## config.mk

```make
export PLATFORM = sky130hd
export DESIGN_NAME = f_div_seq
export DESIGN_NICKNAME = d
export VERILOG_FILES = /design/src/rtl/f_div_pkg.sv /design/src/rtl/f_div_step.sv /design/src/rtl/f_div_seq.sv
export SDC_FILE = /design/constraint.sdc
export NUM_CORES = 1
export LEC_CHECK = 0
export CAP_MARGIN = 0
export CORE_ASPECT_RATIO = 0.75
export CORE_MARGIN = 3
export CORE_UTILIZATION = 60
export DETAILED_ROUTE_END_ITERATION = 6
export GPL_TIMING_DRIVEN = 0
export HOLD_SLACK_MARGIN = 0.03
export PLACE_DENSITY_LB_ADDON = 0.12
export SYNTH_ARGS = -nofsm -noshare
export SYNTH_HDL_FRONTEND = slang
export SYNTH_SLANG_ARGS = --single-unit
```

## constraint.sdc

```tcl
create_clock -name clk -period 4.64 [get_ports clk]
set_input_delay 1.16 -clock clk [delete_from_list [all_inputs] [get_ports clk]]
set_output_delay 1.16 -clock clk [all_outputs]
set_load 0.01 [all_outputs]
```

## src/rtl/f_div_pkg.sv

```systemverilog
// f_div_pkg: shared constants and state encoding for the sequential
// single-precision divider (f_div_seq) and its datapath step (f_div_step).
//   BIAS     - IEEE-754 single exponent bias
//   QBITS    - quotient bits produced, one per CALC cycle
//   MANT_W   - mantissa width including the implicit leading 1
//   EXP_W    - exponent width
//   REM_W    - partial remainder width
//   EXP_ALL1 - exponent pattern used for the divide-by-zero result
package f_div_pkg;

   localparam int BIAS   = 127;
   localparam int QBITS  = 25;
   localparam int MANT_W = 24;
   localparam int EXP_W  = 8;
   localparam int REM_W  = MANT_W + 2;

   localparam logic [EXP_W-1:0] EXP_ALL1 = 8'hFF;

   // FSM encoding
   typedef logic [1:0] state_t;
   localparam state_t IDLE = 2'd0;
   localparam state_t CALC = 2'd1;
   localparam state_t NORM = 2'd2;
   localparam state_t DONE = 2'd3;

endpackage

```

## src/rtl/f_div_step.sv

```systemverilog
// f_div_step: one restoring-division step (combinational).
//   rem      in  REM_W   current partial remainder
//   dbit     in  1       next dividend bit to shift in
//   mb       in  MANT_W  divisor mantissa
//   rem_next out REM_W   partial remainder after this step
//   qbit     out 1       quotient bit produced by this step
module f_div_step
   import f_div_pkg::*;
(
   input  logic [REM_W-1:0]  rem,
   input  logic              dbit,
   input  logic [MANT_W-1:0] mb,
   output logic [REM_W-1:0]  rem_next,
   output logic              qbit
);

   logic [REM_W-1:0] shifted;
   logic [REM_W-1:0] divisor;
   logic [REM_W-1:0] diff;

   assign shifted  = {rem[REM_W-2:0], dbit};
   assign divisor  = {{(REM_W-MANT_W){1'b0}}, mb};
   assign diff     = shifted - divisor;
   assign qbit     = (shifted >= divisor);
   assign rem_next = qbit ? diff : shifted;

endmodule

```

## src/rtl/f_div_seq.sv

```systemverilog
// f_div_seq: sequential single-precision divider, result = A / B.
// Implicit leading 1, truncation, no NaN/Inf/denormals, 8-bit modular
// exponent. Mantissa quotient comes from a restoring divider, one bit/clock.
//   clk         in  1   clock, rising edge
//   rst_n       in  1   asynchronous active-low reset
//   start       in  1   request a divide (sampled only in IDLE)
//   A, B        in  32  dividend / divisor, latched on accepted start
//   busy        out 1   cycle after accepted start through the done cycle
//   done        out 1   one-cycle pulse, result valid
//   result      out 32  quotient, held until the next done
//   div_by_zero out 1   divisor-was-zero flag for the current result
module f_div_seq
   import f_div_pkg::*;
(
   input  logic        clk,
   input  logic        rst_n,
   input  logic        start,
   input  logic [31:0] A,
   input  logic [31:0] B,
   output logic        busy,
   output logic        done,
   output logic [31:0] result,
   output logic        div_by_zero
);

   state_t             state;
   logic               sign;
   logic [EXP_W-1:0]   ea, eb;
   logic [MANT_W-1:0]  mb;
   logic               za, zb;
   logic [REM_W-1:0]   rem;
   logic [QBITS-1:0]   dvd;   // remaining dividend bits, MSB next
   logic [QBITS-1:0]   q;
   logic [4:0]         cnt;

   logic [REM_W-1:0]   rem_next;
   logic               qbit;

   f_div_step u_step (
      .rem      (rem),
      .dbit     (dvd[QBITS-1]),
      .mb       (mb),
      .rem_next (rem_next),
      .qbit     (qbit)
   );

   // Normalisation: q is in (2^23, 2^25), so the leading 1 is bit 24 or 23.
   logic [EXP_W-1:0]  exp_q;
   logic [22:0]       mant_q;

   always_comb begin
      exp_q  = ea - eb + EXP_W'(BIAS) - {{(EXP_W-1){1'b0}}, ~q[QBITS-1]};
      mant_q = q[QBITS-1] ? q[23:1] : q[22:0];
   end

   always_ff @(posedge clk or negedge rst_n) begin
      if (!rst_n) begin
         state       <= IDLE;
         sign        <= 1'b0;
         ea          <= '0;
         eb          <= '0;
         mb          <= '0;
         za          <= 1'b0;
         zb          <= 1'b0;
         rem         <= '0;
         dvd         <= '0;
         q           <= '0;
         cnt         <= '0;
         busy        <= 1'b0;
         done        <= 1'b0;
         result      <= '0;
         div_by_zero <= 1'b0;
      end else begin
         case (state)
            IDLE: begin
               if (start) begin
                  sign <= A[31] ^ B[31];
                  ea   <= A[30:23];
                  eb   <= B[30:23];
                  mb   <= {1'b1, B[22:0]};
                  za   <= (A[30:0] == 31'h0);
                  zb   <= (B[30:0] == 31'h0);
                  // The dividend is {mA, 24'b0}. Its top 23 bits, mA[23:1],
                  // are always below mB, so the long-division steps for them
                  // would only emit zeros; they start out in the remainder and
                  // the remaining 25 bits are shifted in one per CALC cycle.
                  rem  <= {{(REM_W-MANT_W+1){1'b0}}, 1'b1, A[22:1]};
                  dvd  <= {A[0], {(QBITS-1){1'b0}}};
                  q    <= '0;
                  cnt  <= 5'(QBITS-1);
                  busy <= 1'b1;
                  state <= CALC;
               end
            end
            CALC: begin
               rem <= rem_next;
               dvd <= {dvd[QBITS-2:0], 1'b0};
               q   <= {q[QBITS-2:0], qbit};
               cnt <= cnt - 5'd1;
               if (cnt == 5'd0)
                  state <= NORM;
            end
            NORM: begin
               if (zb) begin
                  result      <= {sign, EXP_ALL1, 23'h0};
                  div_by_zero <= 1'b1;
               end else if (za) begin
                  result      <= 32'h0;
                  div_by_zero <= 1'b0;
               end else begin
                  result      <= {sign, exp_q, mant_q};
                  div_by_zero <= 1'b0;
               end
               done  <= 1'b1;
               state <= DONE;
            end
            default: begin // DONE
               done  <= 1'b0;
               busy  <= 1'b0;
               state <= IDLE;
            end
         endcase
      end
   end

endmodule
```

==> impl_metrics.ini <==
[outcome]
status = completed

[synth]
yosysSeqAreaShare_pct = 43.3
synth_ff_type = dfrtp_1
avgSynthCellArea_sq_um = 9.84
syn-cell-area_sq_um = 7860
ys_async_sr_fraction_pct = 100
postSynthCellCount = 799
synth-seq-cells = 136
syn-num-nets = 918
ys_warn_count = 0
synthDistinctLibCells = 62
synth_edf_count = 0

[power_and_ir_drop]
p_leak_nw = 4.23
seqPwrFrac_pct = 23.2
combPwrFrac_pct = 60.4
irDropWorstVdd_v = 0.000903
power.density_nw_per_um2 = 897
switching_share_pct = 45.5
clock_power_share_pct = 16.5
p_sw_w = 0.00397
p_int_w = 0.00476

[hold_path]
hp-start = mb[23]$_DFFE_PN0P_
hold_path.class = reg2reg

[setup_path]
cp-start-kind = flip-flop
regToRegStartpoint = q[24]$_DFFE_PN0P_
path_max_fanout = 10
worst_ep_required_time_ns = 4.92
path_class = reg2reg
arrival_ns = 4.16
end_kind = flip-flop
crit_start = q[24]$_DFFE_PN0P_

[clocking]
cts_inserted_buffers = 17
clkSlewWorstSetupHoldPaths_ns = 0.06
post_cts_buffers = 0
cts_tree = built
htree_num_levels = 4
cts_sinks = 136
cts_buffer_depth = 2
cts-root-buf = clkbuf_16
cts_hold_buf = 0
clk_latency_ns = 0.42
cts.repair.resized = 0

[sta]
rsz0062_at_grt = false
period_share_pct = 83.6
period_minus_slack_ns = 3.88
tightestPinTransition_ns = 0.763
drv_slew = 0
hold_viol_final = 0
fin_skew_ns = 0.0123
setup_viol = 0
max_slew_margin_pct = 49.1
timing.fmax_mhz = 258
layout_setup_ws_ns = 0.762

[place]
dpl_worst_slack_ns = 0.970
gp_congestion = 0.953
io_buffers = 101
dp_cells = 1067
dp_hpwl_microns = 17000

[layout]
final_nets = 1039
layout.cells.most_common_list = dfrtp_1, clkdlybuf4s50_1, inv_1
antenna_cells = 0
area_delta_synth_final_pct = 23.8
layoutNonFillerInstCount = 1099
drive_above_1_share_pct = 9.65
final_common_cell = dfrtp_1

[global_routing]
grt.total_usage_pct = 32.4
antenna_found_initial = 0
grt_pass1_vias = 7012
grt_pass1_wl_microns = 37400
overflow = 0
grt_max_degree = 106

[routing]
drtIter0Drc = 555
wl_per_cell_microns = 21.2
drt_first_pass_iters = 6
ant_nets = 0
vias = 6987
vias_per_cell = 6.36
drc = 0
wl_microns = 23300

[die]
rows = 35
ios = 102
dieWidth_microns = 138
dieArea_sq_um = 14500
core-area_sq_um = 12500
die_y_microns = 105
initial_core_util_pct = 62.7

[run]
drv_cap = 0
## worst max-delay path, cell delays in order, from the launching register on
cell	delay (ns)
dfrtp_1	0.33
clkbuf_1	0.31
buf_1	0.57
inv_1	0.16
ha_1	0.32
inv_1	0.07
ha_1	0.14
ha_1	0.16
inv_1	0.06
fa_1	0.42
nor2b_1	0.15
o21ai_0	0.15
a21boi_0	0.34
o21ai_0	0.15
and3_1	0.18
o21ai_0	0.15
a21oi_1	0.09
## sequential cells by signal, indices dropped and copies added, names as in the netlist
register / count
state: 2
rem: 25
eb: 8
sign: 1
za: 1
mb: 24
cnt: 5
q: 25
div_by_zero: 1
dvd: 1
result: 32
zb: 1
ea: 8
busy: 1
done: 1
## power groups by stage
stage	Clock [W]	Sequential [W]	Combinational, W
2_1_floorplan	0	0.00197	0.00362
3_3_place_gp	0	0.00199	0.00482
3_5_place_dp	0	0.00202	0.00502
4_1_cts	0.00144	0.00201	0.00516
5_1_grt	0.00150	0.00207	0.00577
6_report	0.00144	0.00202	0.00527
## layer usage
| metal | track usage [%] | wire, microns |
|---|---|---|
| met1 | 45.8 | 10100 |
| met2 | 49.2 | 10600 |
| met3 | 8.97 | 2270 |
| met4 | 8.96 | 421 |
| met5 | 0 | 0 |
## per-stage QoR
step / TNS [ns] / hold slack, ns / util (%) / instance area [sq um] / power, W
2_1_floorplan: 0 / 0.418 / - / 7860 / 0.00559
3_3_place_gp: -382.89 / 0.437 / 72.5 / 9080 / 0.00681
3_5_place_dp: 0 / 0.454 / 72.7 / 9110 / 0.00704
4_1_cts: 0 / 0.469 / 77.7 / 9730 / 0.00861
5_1_grt: 0 / 0.496 / 77.7 / 9730 / 0.00934
6_report: 0 / 0.467 / 77.7 / 9730 / 0.00873
## logic make-up after synthesis
group | synth area share, %
compound gates | 17.8
xor+xnor | 2.90
fa+ha+maj | 8.47
buf+inv | 6.43
flops | 43.3
mux | 10.6
simple gates | 10.5
## worst paths after layout
kind	to	slack, ns	depth (start not counted)
setup / recovery	result[30]$_DFFE_PN0P_	0.76	16
hold / removal	mb[23]$_DFFE_PN0P_	0.47	2
setup reg to reg	result[30]$_DFFE_PN0P_	0.76	16
hold reg to reg	mb[23]$_DFFE_PN0P_	0.47	2
max in group asynchronous	result[9]$_DFFE_PN0P_	3.18	2
min in group asynchronous	mb[0]$_DFFE_PN0P_	0.63	1
## synthesized netlist by cell type, types with 4 or more instances
cell	instances	share of area (%)
a21o_1	6	0.57
dfrtp_1	136	43
nand3_1	12	0.76
nor2_1	45	2.1
a31oi_1	9	0.72
inv_1	88	4.2
nor3_1	5	0.32
o22ai_1	29	2.3
a22o_1	26	2.9
a21oi_1	44	2.8
nor2b_1	7	0.56
o211ai_1	4	0.38
clkbuf_1	29	1.4
nand4_1	8	0.64
nor4_1	16	1.3
mux2_2	41	5.9
or3_1	4	0.32
ha_1	50	8.0
o21a_1	4	0.38
nand2_1	38	1.8
or4_1	4	0.38
a211oi_1	7	0.67
and3_1	6	0.48
buf_1	5	0.24
o21ai_0	42	2.7
xor2_1	10	1.1
xnor2_1	16	1.8
buf_2	5	0.32
a22oi_1	11	1.1
mux2i_1	37	4.7
## final cells by class
cell class,instances,area [sq um]
plain buffers,43,175
clock buffers,18,439
clock inverters,14,185
fillers,845,2790
inverters,88,330
multi-input cells,532,3950
flip-flops and latches,136,3400
well taps,166,208
repair buffers,102,1040
Note: power is estimated with default switching activity, not from simulation.
